--- src/rtl/multi_timer_pkg.sv ---
// multi_timer_pkg
//   Shared definitions for the multi-channel timer peripheral: register map
//   offsets, packed views of the per-channel CR/SR registers, channel FSM
//   state constants and the address validity check used by the bus decoder.
package multi_timer_pkg;

  // Global registers
  localparam logic [11:0] OFF_PRESC   = 12'h000;
  localparam logic [11:0] OFF_IRQSR   = 12'h004;

  // Channel n lives at OFF_CH_BASE + CH_STRIDE*n
  localparam logic [11:0] OFF_CH_BASE = 12'h100;
  localparam logic [11:0] CH_STRIDE   = 12'h010;

  // Register offsets inside a channel window
  localparam logic [3:0]  OFF_CR      = 4'h0;
  localparam logic [3:0]  OFF_SR      = 4'h4;
  localparam logic [3:0]  OFF_CNT     = 4'h8;
  localparam logic [3:0]  OFF_CMP     = 4'hC;

  // Channel FSM states (act = ST_RUN)
  localparam logic [0:0]  ST_IDLE     = 1'b0;
  localparam logic [0:0]  ST_RUN      = 1'b1;

  typedef struct packed {
    logic ie;
    logic per;
    logic hlt;
    logic trg;
  } ch_cr_t;

  typedef struct packed {
    logic mtch;
    logic act;
  } ch_sr_t;

  // A byte offset is valid if it hits one of the two global registers, or a
  // word-aligned register inside the window of an implemented channel.
  function automatic logic is_offset_valid(input logic [11:0] addr, input int num_ch);
    logic [11:0] ch_end;
    ch_end = OFF_CH_BASE + CH_STRIDE * 12'(num_ch);
    if (addr == OFF_PRESC || addr == OFF_IRQSR) begin
      return 1'b1;
    end
    return (addr >= OFF_CH_BASE) && (addr < ch_end) && (addr[1:0] == 2'b00);
  endfunction

endpackage

--- src/rtl/multi_timer_channel.sv ---
// multi_timer_channel
//   One timer channel: control/status/count/compare registers, the IDLE/RUN
//   FSM and the match / auto-reload logic.
// Ports
//   clk, rst   clock, asynchronous active-high reset
//   tick       shared prescaler tick (1 cycle)
//   cr_we      write strobe for CR  (trg, hlt, per, ie)
//   sr_we      write strobe for SR  (bit 1 is write-one-to-clear mtch)
//   cnt_we     write strobe for CNT
//   cmp_we     write strobe for CMP
//   wdata      bus write data
//   cr, sr     register views for readback (trg/hlt always read 0)
//   cnt, cmp   counter and compare value
//   irq        mtch & ie
module multi_timer_channel import multi_timer_pkg::*; #(
  parameter int CNT_W = 32
) (
  input  logic             clk,
  input  logic             rst,
  input  logic             tick,
  input  logic             cr_we,
  input  logic             sr_we,
  input  logic             cnt_we,
  input  logic             cmp_we,
  input  logic [31:0]      wdata,
  output ch_cr_t           cr,
  output ch_sr_t           sr,
  output logic [CNT_W-1:0] cnt,
  output logic [CNT_W-1:0] cmp,
  output logic             irq
);

  logic [0:0] state;
  logic       per;
  logic       ie;
  logic       mtch;
  logic       trg;
  logic       hlt;
  logic       match;

  // trg and hlt act directly at the write edge and are never stored, so they
  // are gone the cycle after the write and always read back as 0.
  assign trg = cr_we & wdata[0];
  assign hlt = cr_we & wdata[1];

  // A control write (trg or hlt) takes precedence over a tick in that cycle.
  assign match = (state == ST_RUN) & tick & ~(trg | hlt) & (cnt == cmp);

  // FSM and counter. hlt beats trg; a software CNT write beats the increment
  // or reload in the same cycle.
  always_ff @(posedge clk or posedge rst) begin
    if (rst) begin
      state <= ST_IDLE;
      cnt   <= '0;
    end else begin
      if (hlt) begin
        state <= ST_IDLE;
      end else if (trg) begin
        state <= ST_RUN;
        cnt   <= '0;
      end else if (match) begin
        if (per) begin
          cnt <= '0;
        end else begin
          state <= ST_IDLE;
        end
      end else if ((state == ST_RUN) && tick) begin
        cnt <= cnt + CNT_W'(1);
      end
      if (cnt_we) begin
        cnt <= wdata[CNT_W-1:0];
      end
    end
  end

  // Configuration registers
  always_ff @(posedge clk or posedge rst) begin
    if (rst) begin
      per <= 1'b0;
      ie  <= 1'b0;
      cmp <= '0;
    end else begin
      if (cr_we) begin
        per <= wdata[2];
        ie  <= wdata[3];
      end
      if (cmp_we) begin
        cmp <= wdata[CNT_W-1:0];
      end
    end
  end

  // Match flag: a hardware match in the same cycle as a W1C keeps the flag set
  always_ff @(posedge clk or posedge rst) begin
    if (rst) begin
      mtch <= 1'b0;
    end else if (match) begin
      mtch <= 1'b1;
    end else if (sr_we && wdata[1]) begin
      mtch <= 1'b0;
    end
  end

  assign cr  = '{ie: ie, per: per, hlt: 1'b0, trg: 1'b0};
  assign sr  = '{mtch: mtch, act: (state == ST_RUN)};
  assign irq = mtch & ie;

endmodule

--- src/rtl/multi_timer.sv ---
// multi_timer
//   Multi-channel timer peripheral on a req/gnt data bus. NUM_CH counters
//   share one programmable prescaler; each channel raises a match flag and an
//   optional interrupt. Channel IRQs are ORed into a single line.
// Ports
//   clk, rst   clock, asynchronous active-high reset
//   req, we    bus request and write enable
//   addr       byte offset within the peripheral
//   wdata      write data
//   gnt        grant (combinational copy of req)
//   rvalid     response valid, one cycle after gnt
//   err        invalid offset, returned with rvalid
//   rdata      registered read data
//   irq        OR of all channel IRQs
//   irq_vec    per-channel IRQ (mtch & ie)
module multi_timer import multi_timer_pkg::*; #(
  parameter int NUM_CH  = 4,
  parameter int CNT_W   = 32,
  parameter int PRESC_W = 16
) (
  input  logic              clk,
  input  logic              rst,
  input  logic              req,
  input  logic              we,
  input  logic [11:0]       addr,
  input  logic [31:0]       wdata,
  output logic              gnt,
  output logic              rvalid,
  output logic              err,
  output logic [31:0]       rdata,
  output logic              irq,
  output logic [NUM_CH-1:0] irq_vec
);

  logic               addr_valid;
  logic               wr;
  logic               is_ch;
  logic [2:0]         ch_idx;
  logic               presc_we;
  logic [PRESC_W-1:0] presc;
  logic [PRESC_W-1:0] presc_cnt;
  logic               any_act;
  logic               tick;
  logic [31:0]        rd_mux;

  ch_cr_t             ch_cr  [NUM_CH];
  ch_sr_t             ch_sr  [NUM_CH];
  logic [CNT_W-1:0]   ch_cnt [NUM_CH];
  logic [CNT_W-1:0]   ch_cmp [NUM_CH];
  logic [NUM_CH-1:0]  ch_act;
  logic [NUM_CH-1:0]  ch_irq;

  assign gnt        = req;
  assign addr_valid = is_offset_valid(addr, NUM_CH);
  assign wr         = req & we & addr_valid;
  assign is_ch      = (addr[11:8] == OFF_CH_BASE[11:8]);
  assign ch_idx     = addr[6:4];
  assign presc_we   = wr & (addr == OFF_PRESC);

  // Prescaler only advances while some channel is running, so an idle
  // peripheral keeps its phase. Writing PRESC restarts the phase at 0.
  assign any_act = |ch_act;
  assign tick    = any_act & (presc_cnt == presc);

  always_ff @(posedge clk or posedge rst) begin
    if (rst) begin
      presc     <= '0;
      presc_cnt <= '0;
    end else if (presc_we) begin
      presc     <= wdata[PRESC_W-1:0];
      presc_cnt <= '0;
    end else if (any_act) begin
      presc_cnt <= tick ? '0 : presc_cnt + PRESC_W'(1);
    end
  end

  for (genvar n = 0; n < NUM_CH; n++) begin : g_ch
    logic ch_sel;
    assign ch_sel = wr & is_ch & (ch_idx == 3'(n));

    multi_timer_channel #(
      .CNT_W (CNT_W)
    ) u_channel (
      .clk    (clk),
      .rst    (rst),
      .tick   (tick),
      .cr_we  (ch_sel & (addr[3:0] == OFF_CR)),
      .sr_we  (ch_sel & (addr[3:0] == OFF_SR)),
      .cnt_we (ch_sel & (addr[3:0] == OFF_CNT)),
      .cmp_we (ch_sel & (addr[3:0] == OFF_CMP)),
      .wdata  (wdata),
      .cr     (ch_cr[n]),
      .sr     (ch_sr[n]),
      .cnt    (ch_cnt[n]),
      .cmp    (ch_cmp[n]),
      .irq    (ch_irq[n])
    );

    assign ch_act[n] = ch_sr[n].act;
  end

  assign irq_vec = ch_irq;
  assign irq     = |ch_irq;

  // Readback mux; every register is zero-extended to 32 bits
  always_comb begin
    rd_mux = '0;
    if (addr == OFF_PRESC) begin
      rd_mux[PRESC_W-1:0] = presc;
    end else if (addr == OFF_IRQSR) begin
      rd_mux[NUM_CH-1:0] = ch_irq;
    end else if (is_ch) begin
      for (int n = 0; n < NUM_CH; n++) begin
        if (int'(ch_idx) == n) begin
          case (addr[3:0])
            OFF_CR:  rd_mux[3:0]       = ch_cr[n];
            OFF_SR:  rd_mux[1:0]       = ch_sr[n];
            OFF_CNT: rd_mux[CNT_W-1:0] = ch_cnt[n];
            OFF_CMP: rd_mux[CNT_W-1:0] = ch_cmp[n];
            default: rd_mux            = '0;
          endcase
        end
      end
    end
  end

  // Response channel: invalid offsets and writes return zero data
  always_ff @(posedge clk or posedge rst) begin
    if (rst) begin
      rvalid <= 1'b0;
      err    <= 1'b0;
      rdata  <= '0;
    end else begin
      rvalid <= req;
      err    <= req & ~addr_valid;
      if (req) begin
        rdata <= (addr_valid && !we) ? rd_mux : '0;
      end
    end
  end

endmodule

--- config.mk ---
export PLATFORM = sky130hd
export DESIGN_NAME = multi_timer
export DESIGN_NICKNAME = d
export VERILOG_FILES = /design/src/rtl/multi_timer_pkg.sv /design/src/rtl/multi_timer_channel.sv /design/src/rtl/multi_timer.sv
export SDC_FILE = /design/constraint.sdc
export NUM_CORES = 1
export LEC_CHECK = 0
export ABC_AREA = 1
export BUFFER_PORTS_ARGS = -buffer_cell sky130_fd_sc_hd__buf_2
export CAP_MARGIN = 20
export CELL_PAD_IN_SITES_DETAIL_PLACEMENT = 2
export CELL_PAD_IN_SITES_GLOBAL_PLACEMENT = 2
export CORE_ASPECT_RATIO = 1.2
export CORE_MARGIN = 5
export CORE_UTILIZATION = 38
export DETAILED_ROUTE_END_ITERATION = 16
export PLACE_DENSITY = 0.87
export SYNTH_ARGS = -nofsm -noshare
export SYNTH_HDL_FRONTEND = slang
export SYNTH_SLANG_ARGS = --single-unit
--- constraint.sdc ---
create_clock -name clk -period 34.2 [get_ports clk]
set_input_delay 5.13 -clock clk [delete_from_list [all_inputs] [get_ports clk]]
set_output_delay 5.13 -clock clk [all_outputs]
set_load 0.005 [all_outputs]
==> qor.yml <==
worst_path_most_repeated_cell: "buf_2"
syn_avg_cell_area_sq_um: 6.58
design_area_sq_um: 26100
place_area_sq_um: 24400
grt_pass1_vias: 28600
path_clk_slew_ns: 0.06
final_cell_mix: "1418 x nand2_1, 369 x inv_1, 338 x dfrtp_1"
cp_top_family: "buffers and inverters"
hold_end: "rdata[7]"
grt-ovfl-total: 0
p_per_area_nw_per_um2: 36.7
endpoint_kind: "output pin"
met1_usage: 0.438
startpoint_type: "primary input"
crit_required_ns: 29.07
use_met2: 0.599
rows: 99
drcViolationCount: 0
syn_nets: 3622
post_cts_resized: 0
grt_pass1_wl_um: 185000
final_cells: 4393
place_ws_ns: 23.61
area_growth_pct: 10.9
numCtsBuffers: 44
finClkSkew_ns: 0.0253
cts_num_sinks: 338
path_cells: "buf_2, buf_2"
cts_max_path_buffers: 3
post-route-util: 0.427
outcome: "complete, no violations"
die-width_um: 237
total_power_mw: 0.957
yosysUniqueCellTypes: 50
ys_warn_count: 0
antenna_found_initial: 3
finalCritPeriodShare: 0.310
layout.cells.most_common: "nand2_1"
nNetsFinal: 3604
maxCapViolCount: 0
wl_per_cell_um: 28.6
grt_max_degree: 78
path_max_fanout: 7
postRouteAntennaNets: 0
grtUsageTotal: 0.363
dieArea_sq_um: 66900
numPortBuffers: 87
whs_ns: 0.480
postCtsSetupRepairBufs: 0
synthFlopType: "dfrtp_1"
ff2ff_setup_slack_ns: 30.83
cp_slowest_cell: "buf_2"
coreArea_sq_um: 61100
r2r_cells: 11
path_buf_inv: 2
synth-seq-cells: 338
vias: 26500
htreeDepth: 2
r2r-end: "g_ch[3].u_channel.cnt[25]"
finalHoldViolations: 0
reg2reg_from: "g_ch[3].u_channel.state"
synth_cells: 3569
drt_first_pass_iters: 5
pin_count: 88
rsz0062_at_grt: "no"
min_period_ns: 10.59
setup_viol: 0
grt.met3_usage: 0.0567
ys_seq_area_frac: 0.360
place_hpwl_um: 90600
hold_buffers: 0
grt_busiest_layer: "met2"
synth_area_sq_um: 23500
worst_slack_ns: 23.61
clock_latency_ns: 0.60
cts_tree: "done"
place_congestion: 0.971
leakagePower_nw: 12.7
fp.dieH_um: 282
cpPeakStageDelay_ns: 0.18
start_util: 0.385
max_freq_mhz: 94.4
drtIter0Drc: 2169
drive_gt1_frac: 0.0689
vias_per_cell: 6.03
ir_drop_uv: 32.0
worst_slew_pin_slew_ns: 1.10
worstPathArrival_ns: 5.46
cts_root_buffer: "clkbuf_16"
hold_depth: 2
drv_slew: 0
place_inst: 4307
setup_tns_ns: 0
async_flop_share: 1.00
synth_edf_count: 0
hp-class: "register to register"
crit_type: "primary input to output pin"
routed_wl_um: 126000
relSlewSlack: 0.268
holdCritStartpoint: "rdata[7]"
==> registers in the layout (all words and copies together), names as in the netlist <==
register	count
presc	16
rdata	32
g_ch.u_channel.cmp	128
g_ch.u_channel.mtch	4
g_ch.u_channel.state	4
g_ch.u_channel.cnt	128
err	1
rvalid	1
g_ch.u_channel.ie	4
g_ch.u_channel.per	4
presc_cnt	16
==> layout make-up <==
| type | count | area, sq um |
|---|---|---|
| multi-input cells | 2669 | 12900 |
| clock buffers | 64 | 1330 |
| clock inverters | 14 | 181 |
| repair buffers | 121 | 772 |
| well taps | 808 | 1010 |
| diodes | 2 | 5.00 |
| inverters | 377 | 1420 |
| flip-flops and latches | 338 | 8460 |
| fillers | 7359 | 35000 |
==> cells in the mapped netlist (2+ instances only) <==
cell type,instances,area share
nand3_1,112,0.024
nand4_2,6,0.0032
dfrtp_1,338,0.36
o2111ai_1,2,0.00075
inv_2,7,0.0011
buf_1,13,0.0021
nor2_2,12,0.0032
a221oi_1,16,0.0060
a31oi_1,3,0.00080
nand2_2,2,0.00053
inv_1,370,0.059
nand2_1,1423,0.23
or2_2,2,0.00053
a22oi_1,2,0.00064
buf_2,22,0.0047
a22o_1,8,0.0030
nor4_1,11,0.0029
xnor2_1,36,0.013
o21ai_1,9,0.0019
nor2_1,232,0.037
nor3_2,2,0.00085
buf_4,18,0.0058
nand3b_1,24,0.0077
nand3_2,2,0.00085
nand3b_4,4,0.0034
xor2_1,141,0.053
clkbuf_1,132,0.021
ha_1,5,0.0027
o21ai_0,214,0.046
nor3_1,92,0.020
nor3b_1,4,0.0013
a21oi_1,13,0.0028
a32o_1,4,0.0017
nor2_4,3,0.0014
o211ai_1,16,0.0051
o22ai_1,67,0.018
nand2b_1,2,0.00053
o221ai_1,6,0.0022
nand4_1,171,0.046
a32oi_1,11,0.0041
a21boi_0,3,0.00096
==> metal layers <==
layer / vias to the layer above / wire length (um)
li1: 11400 / -
met5: - / 12
met4: 2 / 10800
met1: 13600 / 48600
met2: 1064 / 57800
met3: 378 / 8490
==> how the worst max path moves through the flow <==
stage	startpoint	endpoint	slack, ns	cells past startpoint
floorplan	rst	err	19.70	1
global placement	req	gnt	23.65	2
detailed placement	req	gnt	23.61	2
CTS	req	gnt	23.61	2
global route	req	gnt	23.58	2
finish	req	gnt	23.61	2
==> cells by family (layout without fill, tap and decap cells) <==
group	after synthesis	count (layout)	share of synthesized area
xor gates and xnor gates	177	177	0.0660
AOI/OAI and AO/OA	379	379	0.0952
DFF	338	338	0.360
other	0	2	0
buffers and inverters	562	576	0.0939
and+or+nand+nor	2107	2107	0.382
adders and majority gates	5	5	0.00266
muxes	1	1	0.000479
==> power breakdown <==
group	leakage, nW	switching [mW]	internal (mW)
sequential	4.70	0.0000553	0.400
combinational	7.26	0.0447	0.00553
clock	0.753	0.208	0.299
total	12.7	0.253	0.704
(Power assumes the default switching activity.)
